## src/rtl/serial_adder_ctrl.sv

```systemverilog
// Bit-serial adder: one shared full adder walks a WIDTH-bit operand pair LSB first.
// Optional signed-overflow output is enabled by defining SERIAL_ADD_OVF_EN.

module FA (
  output logic cout,
  output logic s,
  input  logic x,
  input  logic y,
  input  logic cin
);
  assign s    = x ^ y ^ cin;
  assign cout = (x & y) | (x & cin) | (y & cin);
endmodule

module serial_adder_ctrl #(
  parameter int WIDTH = 8
) (
  input  logic             clk,
  input  logic             rst,
  input  logic             start,
  input  logic [WIDTH-1:0] a,
  input  logic [WIDTH-1:0] b,
  input  logic             ripin,
  output logic             busy,
  output logic             done,
  output logic [WIDTH-1:0] c,
  output logic             ripout
`ifdef SERIAL_ADD_OVF_EN
  ,
  output logic             ovf
`endif
);

  localparam int CW = (WIDTH > 1) ? $clog2(WIDTH) : 1;
  localparam logic [CW-1:0] LAST = CW'(WIDTH - 1);

  typedef enum logic [1:0] {
    IDLE,
    RUN,
    DONE
  } state_t;

  state_t state_reg;
  state_t state_next;

  logic             load;
  logic             step;
  logic             last;

  logic [WIDTH-1:0] opa_reg;
  logic [WIDTH-1:0] opb_reg;
  logic [WIDTH-1:0] res_reg;
  logic [WIDTH-1:0] c_reg;
  logic [CW-1:0]    cnt_reg;
  logic             carry_reg;
  logic             ripout_reg;
  logic             fa_s;
  logic             fa_cout;

  FA fa_inst (fa_cout, fa_s, opa_reg[0], opb_reg[0], carry_reg);

  always_ff @(posedge clk) begin
    if (rst) begin
      state_reg <= IDLE;
    end else begin
      state_reg <= state_next;
    end
  end

  always_comb begin
    state_next = state_reg;
    load       = 1'b0;
    step       = 1'b0;
    last       = 1'b0;
    case (state_reg)
      IDLE: begin
        if (start) begin
          load       = 1'b1;
          state_next = RUN;
        end
      end
      RUN: begin
        step = 1'b1;
        if (cnt_reg == LAST) begin
          last       = 1'b1;
          state_next = DONE;
        end
      end
      DONE: begin
        // Accepting here gives back-to-back adds every WIDTH+1 cycles.
        if (start) begin
          load       = 1'b1;
          state_next = RUN;
        end else begin
          state_next = IDLE;
        end
      end
      default: state_next = IDLE;
    endcase
  end

  always_ff @(posedge clk) begin
    if (rst) begin
      opa_reg    <= '0;
      opb_reg    <= '0;
      res_reg    <= '0;
      c_reg      <= '0;
      cnt_reg    <= '0;
      carry_reg  <= 1'b0;
      ripout_reg <= 1'b0;
    end else if (load) begin
      opa_reg   <= a;
      opb_reg   <= b;
      carry_reg <= ripin;
      cnt_reg   <= '0;
    end else if (step) begin
      opa_reg   <= opa_reg >> 1;
      opb_reg   <= opb_reg >> 1;
      carry_reg <= fa_cout;
      res_reg   <= {fa_s, res_reg[WIDTH-1:1]};
      cnt_reg   <= last ? '0 : cnt_reg + CW'(1);
      // The final sum bit is merged straight into c so it is valid with done.
      if (last) begin
        c_reg      <= {fa_s, res_reg[WIDTH-1:1]};
        ripout_reg <= fa_cout;
      end
    end
  end

`ifdef SERIAL_ADD_OVF_EN
  logic msb_cin_reg;

  always_ff @(posedge clk) begin
    if (rst) begin
      msb_cin_reg <= 1'b0;
    end else if (step && last) begin
      msb_cin_reg <= carry_reg;
    end
  end

  assign ovf = msb_cin_reg ^ ripout_reg;
`endif

  assign busy   = (state_reg == RUN);
  assign done   = (state_reg == DONE);
  assign c      = c_reg;
  assign ripout = ripout_reg;

endmodule

```

## config.mk

```make
export PLATFORM = sky130hd
export DESIGN_NAME = serial_adder_ctrl
export DESIGN_NICKNAME = d
export VERILOG_FILES = /design/src/rtl/serial_adder_ctrl.sv
export SDC_FILE = /design/constraint.sdc
export NUM_CORES = 1
export LEC_CHECK = 0
export CAP_MARGIN = 20
export CORE_MARGIN = 1.5
export CORE_UTILIZATION = 49
export DETAILED_ROUTE_END_ITERATION = 10
export GPL_ROUTABILITY_DRIVEN = 0
export GPL_TIMING_DRIVEN = 0
export PLACE_DENSITY = 0.85
export SLEW_MARGIN = 30
export SYNTH_ARGS = -nofsm -noshare
export SYNTH_HDL_FRONTEND = slang
export SYNTH_SLANG_ARGS = --single-unit
```

## constraint.sdc

```tcl
create_clock -name clk -period 1.5 [get_ports clk]
set_clock_uncertainty 0.05 [all_clocks]
set_input_delay 0.3 -clock clk [delete_from_list [all_inputs] [get_ports clk]]
set_output_delay 0.3 -clock clk [all_outputs]
set_load 0.01 [all_outputs]
```

Word-level counts from Yosys, hierarchy flattened:

Index checks and enable logic that the tools add are counted.

* RAM bits: 0
* word-level logic and storage cells: 45
* bits in latches: 0
* bits in registers: 39
* bits in read-only memories: 0
* memories kept: 0
* input bits: 20

* shifts and indexed selects: 0
* reduce and logical (&&, ||, !) cells: 7
* bitwise gates (word level): 8
* eq/ne operators: 5
* muxes and demuxes: 16
* magnitude comparators: 0
* div/mod/pow operators: 0
* $add $sub $neg: 1
* multipliers: 0

Operators with widths (count)
* $mux W8: 4
* $mux W1: 8
* $pmux W2 S3: 1
* $mux W2: 2
* $reduce_and A2 Y1: 2
* $reduce_or A2 Y1: 2
* $add A3 B1 Y3 const B: 1
* $and A1 B1 Y1: 3
* $eq A3 B3 Y1 const B: 1
* $mux W3: 1
* $reduce_and A3 Y1: 1
* $eq A2 B1 Y1 const B: 1
* $eq A2 B2 Y1 const B: 1
* $logic_not A2 Y1: 1
* $ne A2 B1 Y1 const B: 1
* $ne A2 B2 Y1 const B: 1
* $or A1 B1 Y1: 2
* $reduce_bool A2 Y1: 1
* $xor A1 B1 Y1: 2
* $not A1 Y1: 1

Longest topological paths before layout:

* depth in word-level cells: 5
* depth in mapped cells: 5
* depth with buffers taken out: 5

By module:

From an unflattened synthesis, not the netlist that was laid out.

* cell total of the unflattened synthesis: 179
* area, all modules: 1529.0 um^2

Modules (own cells, without submodules)
* serial_adder_ctrl: cells each 178, instances 1, seq. area each 760.7 um^2, area each 1508.9 um^2
* FA: cells each 1, instances 1, seq. area each 0.0 um^2, area each 20.0 um^2

Worst setup path after synthesis:

OpenSTA, ideal clock, no wires.

* path type: register -> register
* start point: reg cnt_reg[0]
* end point: reg cnt_reg[0]
* cell stages (with the launch flop): 5
* slack: 0.121 ns
* library setup time: 0.080 ns
* arrival: 1.249 ns
* data required time: 1.370 ns
* clock period less this slack: 1.379 ns
* cell sequence: dfxtp_1 -> ha_1 -> ha_1 -> or3_1 -> a211oi_2

* cells in the longest elaborated chain, start to end: 4
* elaborated cells between the ends (all ways): 5

RTL lines
* start, declared: RTL line 54 `logic [CW-1:0] cnt_reg;`
* start signal, assigned: RTL line 121 `cnt_reg <= last ? '0 : cnt_reg + CW'(1);`
* $eq A3 B3 Y1: RTL line 84 `if (cnt_reg == LAST) begin`
* $mux W1: RTL line 84
* $mux W1: RTL line 75 `case (state_reg)`
* $mux W3 (*): RTL line 121

Mark *: on every way between the ends. The rest lies on a longest branch, timed or not.
A chain may end at the register's enable or synchronous reset.

Worst setup path in the final report:

* start point: reg state_reg[1]
* end point: out busy

* cells in the longest elaborated chain, start to end: 1

RTL lines
* start, declared: RTL line 43 `state_t state_reg;`
* start signal, assigned: RTL line 66 `state_reg <= state_next;`
* $eq A2 B1 Y1: RTL line 144 `assign busy = (state_reg == RUN);`
* end, declared: RTL line 24 `output logic busy,`

No other way between the ends.

==> metrics.yaml <==
logic_synthesis:
  synth_cells: 177
  ys_top_cells_by_count: "dfxtp_1, nand2_1, a21oi_1"
  synth_edf_count: 0
  synth_simple_gate_area_share_pct: 24.3
  synth_ff_type: "dfxtp_1"
  synth_xor_area_share_pct: 0
  ys_ff_latch: 38
  netlist_area_sq_um: 1500
  synth_mux_area_share_pct: 0.669
  ys.warnings.count: 0
  synth_compound_gate_area_share_pct: 16.7
  synth_top_family_by_area: "simple AND/OR/NAND/NOR gates"
  yosys.area.top_type: "dfxtp_1"
  synth_area_leaders: "dfxtp_1, nand2_1, a21oi_1"
  yosysMostFrequentCell: "dfxtp_1"
  async_reset_ff_share_pct: 0
  synth_nets: 200
  synth_adder_area_share_pct: 3.01
  synth_cell_types: 23
  ys_seq_area_share_pct: 50.9
  synth_area_per_cell_sq_um: 8.45
  synth_top_area_share_pct: 50.9
worst_setup_path:
  crit_top_cell: "buf_6"
  end_kind: "primary output"
  slowest_stage: "dfxtp_2"
  worstSetupPathType: "reg2out"
  required_ns: 1.15
  start_kind: "flip-flop"
  path_cells: "nand2b_4 -> inv_4 -> buf_6 -> buf_6"
  critPathMaxFanout: 10
  critPathMaxStageDelay_ns: 0.36
  arrival_ns: 1.19
global_routing:
  grt_pass1_wl_um: 6040
  track_usage_pct: 23.8
  grt_pass1_vias: 1377
  grt_overflow_total: 0
  antenna_found_initial: 0
  grt_max_degree: 13
cells_and_area:
  final_area_sq_um: 1980
  nets: 237
  diodes: 0
  multi_input_area_sq_um: 698
  final_cells: 246
  fillCellCount: 223
  drive_gt1_share_pct: 14.0
  layout.area.seq_sq_um: 764
  syn_to_final_growth_pct: 32.4
clock_tree:
  cts_tree: "built"
  clk_path_buf_depth: 2
  clk_pin_slew_worst_paths_ns: 0.12
  cts_max_level: 2
  cts-root-buf: "clkbuf_4"
  clock_sinks: 38
  cts_buffers: 5
  postCtsHoldBufs: 0
  clk_latency_ns: 0.35
timing:
  slew_viol_final: 0
  hold_viol: 0
  rsz0062_at_grt: "yes"
  setup_slack_ns: -0.0406
  final.period_utilization_pct: 103
  worst_pin_slew_ns: 0.487
  fin_crit_ns: 1.54
  finalSetupViolations: 1
  slew_headroom_pct: 67.5
  max_freq_mhz: 649
status:
  violations: "DRC, setup timing"
  status: "complete, but fails checks"
route:
  met1_length_um: 1540
  viasPerCell: 5.74
  wl_um: 3630
  highest_layer: "met4"
  num_vias: 1412
  wl_per_cell_um: 14.8
  wl_met3_um: 179
  dr.pass1.iters: 7
  wl_met2_um: 1790
  drtIter0Drc: 54
  drc: 2
  ant_nets: 0
floorplanning:
  fp.dieW_um: 58.2
  rows: 19
  ios: 31
  coreArea_sq_um: 2830
  start_util_pct: 52.9
  die_h_um: 58.2
  dieArea_sq_um: 3390
power_and_ir_drop:
  p_seq_share_pct: 48.2
  power_frac_comb_pct: 11.6
  power_w: 0.00226
  p_sw_w: 0.000516
  switching_share_pct: 22.8
  intPower_w: 0.00174
  ir_drop_v: 0.000741
  p_leak_nw: 0.751
  power_density_nw_per_um2: 1140
  p_clk_share_pct: 40.3
job:
  max_cap_violations: 0
place:
  place_ws_ns: -0.345
  io_buffer_count: 29
  dp_hpwl_um: 2520
  placed_area_sq_um: 1820
  placed_cells: 237
worst_hold_path:
  hold_class: "in2reg"
[area by class of cell]
cell class | count | area share, %
multi-input combinational | 124 | 35.3
tap | 31 | 1.96
clock inverter | 2 | 3.03
clock buffer | 6 | 2.59
buffer | 14 | 3.73
timing repair buffer | 30 | 14.5
sequential | 38 | 38.6
inverter | 1 | 0.316
[kinds of logic after synthesis]
| logic type | after synthesis |
|---|---|
| buffers and inverters | 15 |
| muxes | 1 |
| adders and majority gates | 3 |
| DFF | 38 |
| and+or+nand+nor | 80 |
| AOI/OAI and AO/OA | 40 |
[routing by layer]
metal,vias to the layer above,track usage (%)
li1,695,-
met4,0,16.6
met1,660,28.4
met5,-,0
met3,13,4.24
met2,44,38.6
[worst max-delay path: cells and delay by family (launching register included)]
family	cells	cell delay (ns)
flops	1	0.36
simple gates	1	0.15
buf+inv	3	0.32
[layout by cell type, fill, tap and decap left out, types with 2 or more instances in the layout]
| cell | count |
|---|---|
| nand3_1 | 14 |
| clkbuf_1 | 3 |
| nand2_1 | 37 |
| buf_2 | 8 |
| buf_6 | 2 |
| a22oi_1 | 4 |
| nor3_1 | 13 |
| a311oi_1 | 6 |
| dfxtp_1 | 35 |
| dlygate4sd2_1 | 10 |
| o22ai_1 | 5 |
| clkbuf_4 | 6 |
| nor2_1 | 8 |
| dfxtp_2 | 3 |
| clkdlybuf4s50_1 | 18 |
| a21oi_1 | 23 |
| bufinv_16 | 2 |
[power by group through the flow]
stage          registers [W]  logic, W  clock network (W)
6_report             0.00109  0.000262           0.000910
5_1_grt              0.00109  0.000285           0.000961
4_1_cts              0.00109  0.000258           0.000923
3_5_place_dp         0.00111  0.000247                  0
3_3_place_gp         0.00111  0.000242                  0
2_1_floorplan        0.00110  0.000155                  0
[repair_timing]
action,4_1_cts,5_1_grt
pin swaps,1,0
buffers inserted,1,0
endpoints found under the setup margin,23,13
gates resized for setup,25,5
[metrics by stage]
step,setup TNS (ns),util [%],hold WS [ns]
after floorplan,0,-,0.386
after global placement,-3.17,64.5,0.394
after detailed placement,-4.35,64.5,0.398
after CTS,-0.0718,69.3,0.308
after global routing,-0.125,70.0,0.340
final,-0.0406,70.0,0.309
[path summary, 6_finish.rpt]
check	from	cells past startpoint	slack [ns]	end
max	state_reg[1]	4	-0.04	busy
min	rst	2	0.31	c[0]
max reg2reg	cnt_reg[0]	4	0.08	cnt_reg[0]
min reg2reg	c[4]	2	0.41	c[4]
(Power assumes the default switching activity.)
==> RTL edit 1: new RTL, same settings <==
The parameter `WIDTH` goes from 8 to 16.
--- a/src/rtl/serial_adder_ctrl.sv
+++ b/src/rtl/serial_adder_ctrl.sv
@@ -14,5 +14,5 @@
 
 module serial_adder_ctrl #(
-  parameter int WIDTH = 8
+  parameter int WIDTH = 16
 ) (
   input  logic             clk,
Ports: changed (resized a, b and c); port bits go from 31 to 55. The function was not compared with the original's and may differ.
==> RTL edit 1 against the original RTL <==
- the flow finishes with violations (setup timing)
- design area is 95% higher
- total power is 72% higher
- sequential cell count is 33 higher
- hold slack better by 120 ps
- setup slack worse by 1.5 ps
- routed wire length is 120% higher
- area after synthesis is 92% higher
- critical path depth stayed put
- maximum frequency hardly changed
- sequential power is 86% higher
- largest power group unchanged
==> RTL edit 1: results (changes against the original RTL) <==
Layout
  • Number of fill cells: 449 (+100%)
  • Non-Filler Instances: 510 (+110%)
  • N_diodes: 0 (unchanged)
  • Layout Nets: 471 (+99%)
  • Layout cells sized above 1: 15.5% (+1.6 points)

Clock network
  • Clock transition at path regs: 70 ps (-50 ps)
  • # H-tree levels: 3 (+1)
  • CTS buffer count: 9 (+4)
  • Clk Latency, worst-skew pair: between 300 and 400 ps
  • Clock root buffer: clkbuf_8
  • Clk buf depth: 2 (unchanged)

Global routing
  • Global-route usage over all layers: 26.6% (+2.8 points)
  • Largest net degree at the start of global routing: 12 (-1)
  • First-pass GRT wire length: 12900 um (+110%)
  • Initial antenna violation count: 0 (unchanged)
  • Vias in the first global route: 2804 (+100%)

Hold path
  • Worst min-delay path class: flip-flop to flip-flop
  • Hold Startpoint: res_reg[4]
  • Hold Path End: res_reg[3]
  • Hold path depth: 2 (unchanged)

Logic synthesis
  • Top cells by area, synth: dfxtp_1 49%, nand2_1 9.3%, a21oi_1 7.1%, a311oi_1 5.5%, or3_1 3.9%
  • Synth Flop Type: dfxtp_1
  • Post-Syn Nets: 397 (+99%)
  • Ys Warns: 0 (unchanged)
  • Asr flop ratio synth: 0% (unchanged)
  • Mapped Avg Cell Area: 8.02 um^2 (-5.1%)
  • Unique masters post-synth: 24 (+4.3%)
  • Post-synth top cells: 71 x dfxtp_1, 71 x nand2_1, 41 x a21oi_1
  • Sequential area share after synthesis: 49.4% (-1.5 points)

Timing
  • Slew HR: 54.7% (-13 points)
  • Final Worst Setup Slack: -42.2 ps (-1.53 ps)
  • Final setup violation count: 3 (+2)

Placed design
  • HPWL after DPL: 5190 um (+110%)
  • DP Cell Count: 485 (+100%)
  • DP Worst Slack: -607 ps (-263 ps)
  • Number of buffers added on ports: 54 (+86%)

Pwr
  • Static Leak: 1.42 nW (+89%)
  • Worst ir drop on vdd: 0.000689 V (-7.1%)

Worst setup path
  • CP peak stage delay: about 350 ps
  • Critical-path top delay cell: dfxtp_2
  • Cell family with most CP delay: flip-flops
  • RR Endpoint: c[14]
  • Worst EP arrival: 1190 ps (about the same)
  • Worst flop-to-flop path startpoint: state_reg[1]
  • Cell count of the worst reg-to-reg path: 6 (+2)
  • Critical path peak fanout: 6 (-4)

Detailed routing
  • WL/cell: 15.7 um (+6.2%)
  • Routed vias: 2863 (+100%)
  • DRT Pass-1 Iters: 5 (-2)
  • Initial DRC count: 293 (+440%)

Outcome
  • Failing checks: setup timing
  • Status: finished, violations left
[RTL edit 1: cell types whose count changed in the layout (fill, tap and decap cells not counted), moves of 8 or more]
| cell | change |
|---|---|
| clkdlybuf4s50_1 | +17 |
| dfxtp_1 | +30 |
| inv_1 | +17 |
| nor2_1 | +12 |
| nand3_1 | -10 |
| a311oi_1 | +9 |
| clkbuf_8 | +8 |
| nand2_1 | +34 |
| nor3_1 | +9 |
| o21ai_0 | +15 |
| or3_1 | +17 |
| buf_4 | +10 |
| a21oi_1 | +13 |
[RTL edit 1: cell families after synthesis]
group	share of synthesized area, %
AND/OR/NAND/NOR	22.5
XOR/XNOR	0.304
adder cells (fa/ha/maj)	1.13
AO/OA/AOI/OAI	18.7
buffers and inverters	7.61
flip-flops	49.4
multiplexers	0.348
[RTL edit 1: area by class of cell]
type | count | share of cell area [%]
Sequential cell | 71 | 37.2
Multi-Input combinational cell | 238 | 33.8
Timing Repair Buffer | 63 | 15.1
Buffer | 32 | 5.55
Clock buffer | 12 | 3.50
Tap cell | 72 | 2.34
Inverter | 18 | 1.88
Clock inverter | 4 | 0.584
[RTL edit 1: how the worst max path moves through the flow]
stage                  from     to  cells after the start  slack [ps]
2_1_floorplan     carry_reg  c[15]                      4          40
3_3_place_gp   state_reg[0]   busy                      4        -550
3_5_place_dp   state_reg[1]   busy                      4        -610
4_1_cts        state_reg[1]   busy                      4         -30
5_1_grt        state_reg[1]  c[14]                      6         -90
6_report       state_reg[1]   busy                      4         -40
[RTL edit 1: stage by stage]
step | hold slack [ps] | total power [mW] | setup TNS, ps | area [um^2] | utilization (%)
after floorplan | 386 | 2.35 | 0 | 2880 | -
after global placement | 397 | 2.53 | -17110 | 3510 | 62.9
after detailed placement | 407 | 2.55 | -19430 | 3510 | 62.9
after CTS | 418 | 3.84 | -37.6 | 3740 | 67.1
after global routing | 455 | 4.05 | -206 | 3860 | 69.2
final | 426 | 3.90 | -86.5 | 3860 | 69.2
[RTL edit 1: layer usage]
layer	vias to the layer above	track usage (%)	part of all wire, %
li1	1382	-	-
met1	1334	30.5	41
met2	119	45.4	50
met3	28	7.54	6.2
met4	0	12.6	3.2
met5	-	0	0
[RTL edit 1: what timing repair did]
item                                    4_1_cts  5_1_grt
endpoints found under the setup margin       60       54
hold buffers                                  0        0
buffers inserted                              4        5
gates cloned                                  0        0
gates resized for setup                      47       40
pin swaps                                     3        2
[RTL edit 1: worst register-to-register path, stage by stage, from the launching register on]
cell      delay, ps
dfxtp_2         340
nand2b_4        160
buf_4           160
buf_6           130
buf_8           140
or3_1           370
a21oi_1         130
[RTL edit 1: power by group]
group          leakage, nW  internal (mW)  switching [mW]  total (mW)
registers            0.583           1.97          0.0592        2.03
clock network       0.0801          0.593           0.690        1.28
logic                0.755          0.276           0.304       0.580
total                 1.42           2.84            1.05        3.90
==> RTL edit 2: new RTL, same settings <==
Made on the original files. Put a register stage on the outputs `busy` and `done`, with the module's reset. The values now appear one clock later. The other outputs are not delayed to match.
--- a/src/rtl/serial_adder_ctrl.sv
+++ b/src/rtl/serial_adder_ctrl.sv
@@ -142,6 +142,13 @@
 `endif
 
-  assign busy   = (state_reg == RUN);
-  assign done   = (state_reg == DONE);
+  always_ff @(posedge clk) begin
+    if (rst) begin
+      busy <= '0;
+      done <= '0;
+    end else begin
+      busy <= (state_reg == RUN);
+      done <= (state_reg == DONE);
+    end
+  end
   assign c      = c_reg;
   assign ripout = ripout_reg;
Behaviour: not the same (Yosys sat finds a counterexample within 4 cycles, from zero or initial values and one cycle with rst high).
==> RTL edit 2 against the original RTL <==
- setup slack better by 100 ps
- via count is 2.4% higher
- non-clock buffer count is 2 higher
- synthesized cell count is 6.2% higher
- area after synthesis is 5.7% higher
- largest cell class unchanged
- critical path type is now input port to flip-flop
- sequential cell count is 2 higher
- design area is 1.8% higher
- hold slack better by 97 ps
- total power is 14% lower
- routed wire length is 2.8% lower
- highest routed layer unchanged
- register-to-register slack worse by 20 ps
==> RTL edit 2: results (changes against the original RTL) <==
Detailed routing
  • DRT Pass-1 Iters: 4 (-3)
  • Initial DRC count: 100 (+85%)
  • Routed Antenna Nets: 0 (unchanged)
  • Final WL: 3530 um (-2.8%)
  • Routed vias: 1446 (+2.4%)
  • DR DRC count: 0 (-2)

Logic synthesis
  • Post-Syn Nets: 211 (+5.5%)
  • Unique masters post-synth: 24 (+4.3%)
  • Mapped Avg Cell Area: 8.41 um^2 (-0.49%)
  • Sequential area share after synthesis: 50.7% (-0.21 points)
  • Top cells by area, synth: dfxtp_1 51%, nand2_1 12%, a21oi_1 7.0%, a311oi_1 6.7%, nand3_1 4.1%
  • Post-synth top cells: 49 x nand2_1, 40 x dfxtp_1, 22 x a21oi_1

Layout
  • Layout cells sized above 1: 11.5% (-2.4 points)
  • N_diodes: 0 (unchanged)
  • Non-Filler Instances: 270 (+9.8%)
  • Layout Nets: 248 (+4.6%)

Pwr
  • Static Leak: 0.758 nW (+0.97%)
  • Worst ir drop on vdd: 0.000599 V (-19%)
  • Part of the power in registers: 58.3% (+10 points)
  • Int Power: 1.46 mW (-16%)

Global routing
  • Largest net degree at the start of global routing: 12 (-1)
  • Vias in the first global route: 1182 (-14%)
  • First-pass GRT wire length: 5520 um (-8.7%)
  • Global-route usage over all layers: 20.5% (-3.3 points)

Placed design
  • Dpl cell area: 1940 um^2 (+6.1%)
  • Number of buffers added on ports: 30 (+3.4%)
  • HPWL after DPL: 2410 um (-4.1%)
  • DP Cell Count: 262 (+11%)

Hold path
  • Worst min-delay path class: flip-flop to flip-flop

Clock network
  • # H-tree levels: 2 (unchanged)
  • Setup bufs post-CTS: 0 (-1)
  • CTS buffer count: 5 (unchanged)
  • Clock transition at path regs: about 110 ps
  • Clk buf depth: 2 (unchanged)

Timing
  • Worst-Margin Slew: 518 ps (+31.1 ps)

Outcome
  • Status: completed

Worst setup path
  • Worst EP arrival: 1620 ps (+430 ps)
==> RTL edit 2: cell types whose count changed after synthesis, sizes merged <==
cell / change
inv: -1
nor3b: +1
nand2: +12
nand3: -1
nor2: +6
clkbuf: +4
o22ai: -5
a21oi: -1
a22oi: -1
buf: -2
a311oi: +6
nor3: -10
and2: +1
dfxtp: +2
==> RTL edit 2: metal layers <==
metal / track usage (%) / share of wire (%)
met4: 8.25 / 1.4
met3: 4.55 / 5.6
met2: 30.3 / 46
met1: 29.0 / 47
met5: 0 / 0
==> RTL edit 2: repair_timing <==
item                                    in CTS  in global routing
pin swaps                                    0                  1
hold buffers                                 0                  0
endpoints found under the setup margin      23                 23
resized for setup                           16                  8
==> RTL edit 2: worst paths after layout <==
path	startpoint	endpoint	slack (ps)	cells past startpoint
worst min register to register	c[4]	c[4]	410	2
worst min-delay path	c[4]	c[4]	410	2
worst max register to register	cnt_reg[0]	cnt_reg[0]	60	4
worst max-delay path	rst	c[6]	60	4
==> RTL edit 2: final cells by class <==
type | count | area, um^2
Sequential cell | 40 | 805
Fill cell | 263 | 1040
Buffer | 16 | 87.6
Multi-Input combinational cell | 132 | 722
Timing Repair Buffer | 30 | 287
Tap cell | 44 | 55.1
Clock buffer | 8 | 58.8
==> RTL edit 2: kinds of logic (layout without fill, tap and decap cells) <==
| family | Yosys count | in the layout | synth area share (%) |
|---|---|---|---|
| compound gates | 39 | 39 | 16.0 |
| fa+ha+maj | 3 | 3 | 2.85 |
| buf+inv | 16 | 54 | 5.23 |
| flops | 40 | 40 | 50.7 |
| mux | 1 | 1 | 0.633 |
| simple gates | 89 | 89 | 24.6 |
==> RTL edit 2: metrics by stage <==
step	setup WS, ps	hold slack, ps	setup TNS (ps)
global placement	-347	396	-7770
CTS	-28.2	412	-28.2
finish	61.3	406	0
global route	11.8	423	0
floorplan	114	330	0
detailed placement	-388	399	-8810
==> RTL edit 2: critical path: stages <==
cell	delay, ps
clkdlybuf4s50_1	510
clkbuf_1	410
clkbuf_2	330
a21oi_1	70
==> RTL edit 2: power groups by stage <==
stage	Sequential (mW)	Clock (mW)	Combinational [mW]
2_1_floorplan	1.16	0	0.152
4_1_cts	1.14	0.572	0.250
3_3_place_gp	1.16	0	0.242
6_report	1.14	0.558	0.256
3_5_place_dp	1.16	0	0.247
5_1_grt	1.15	0.621	0.279
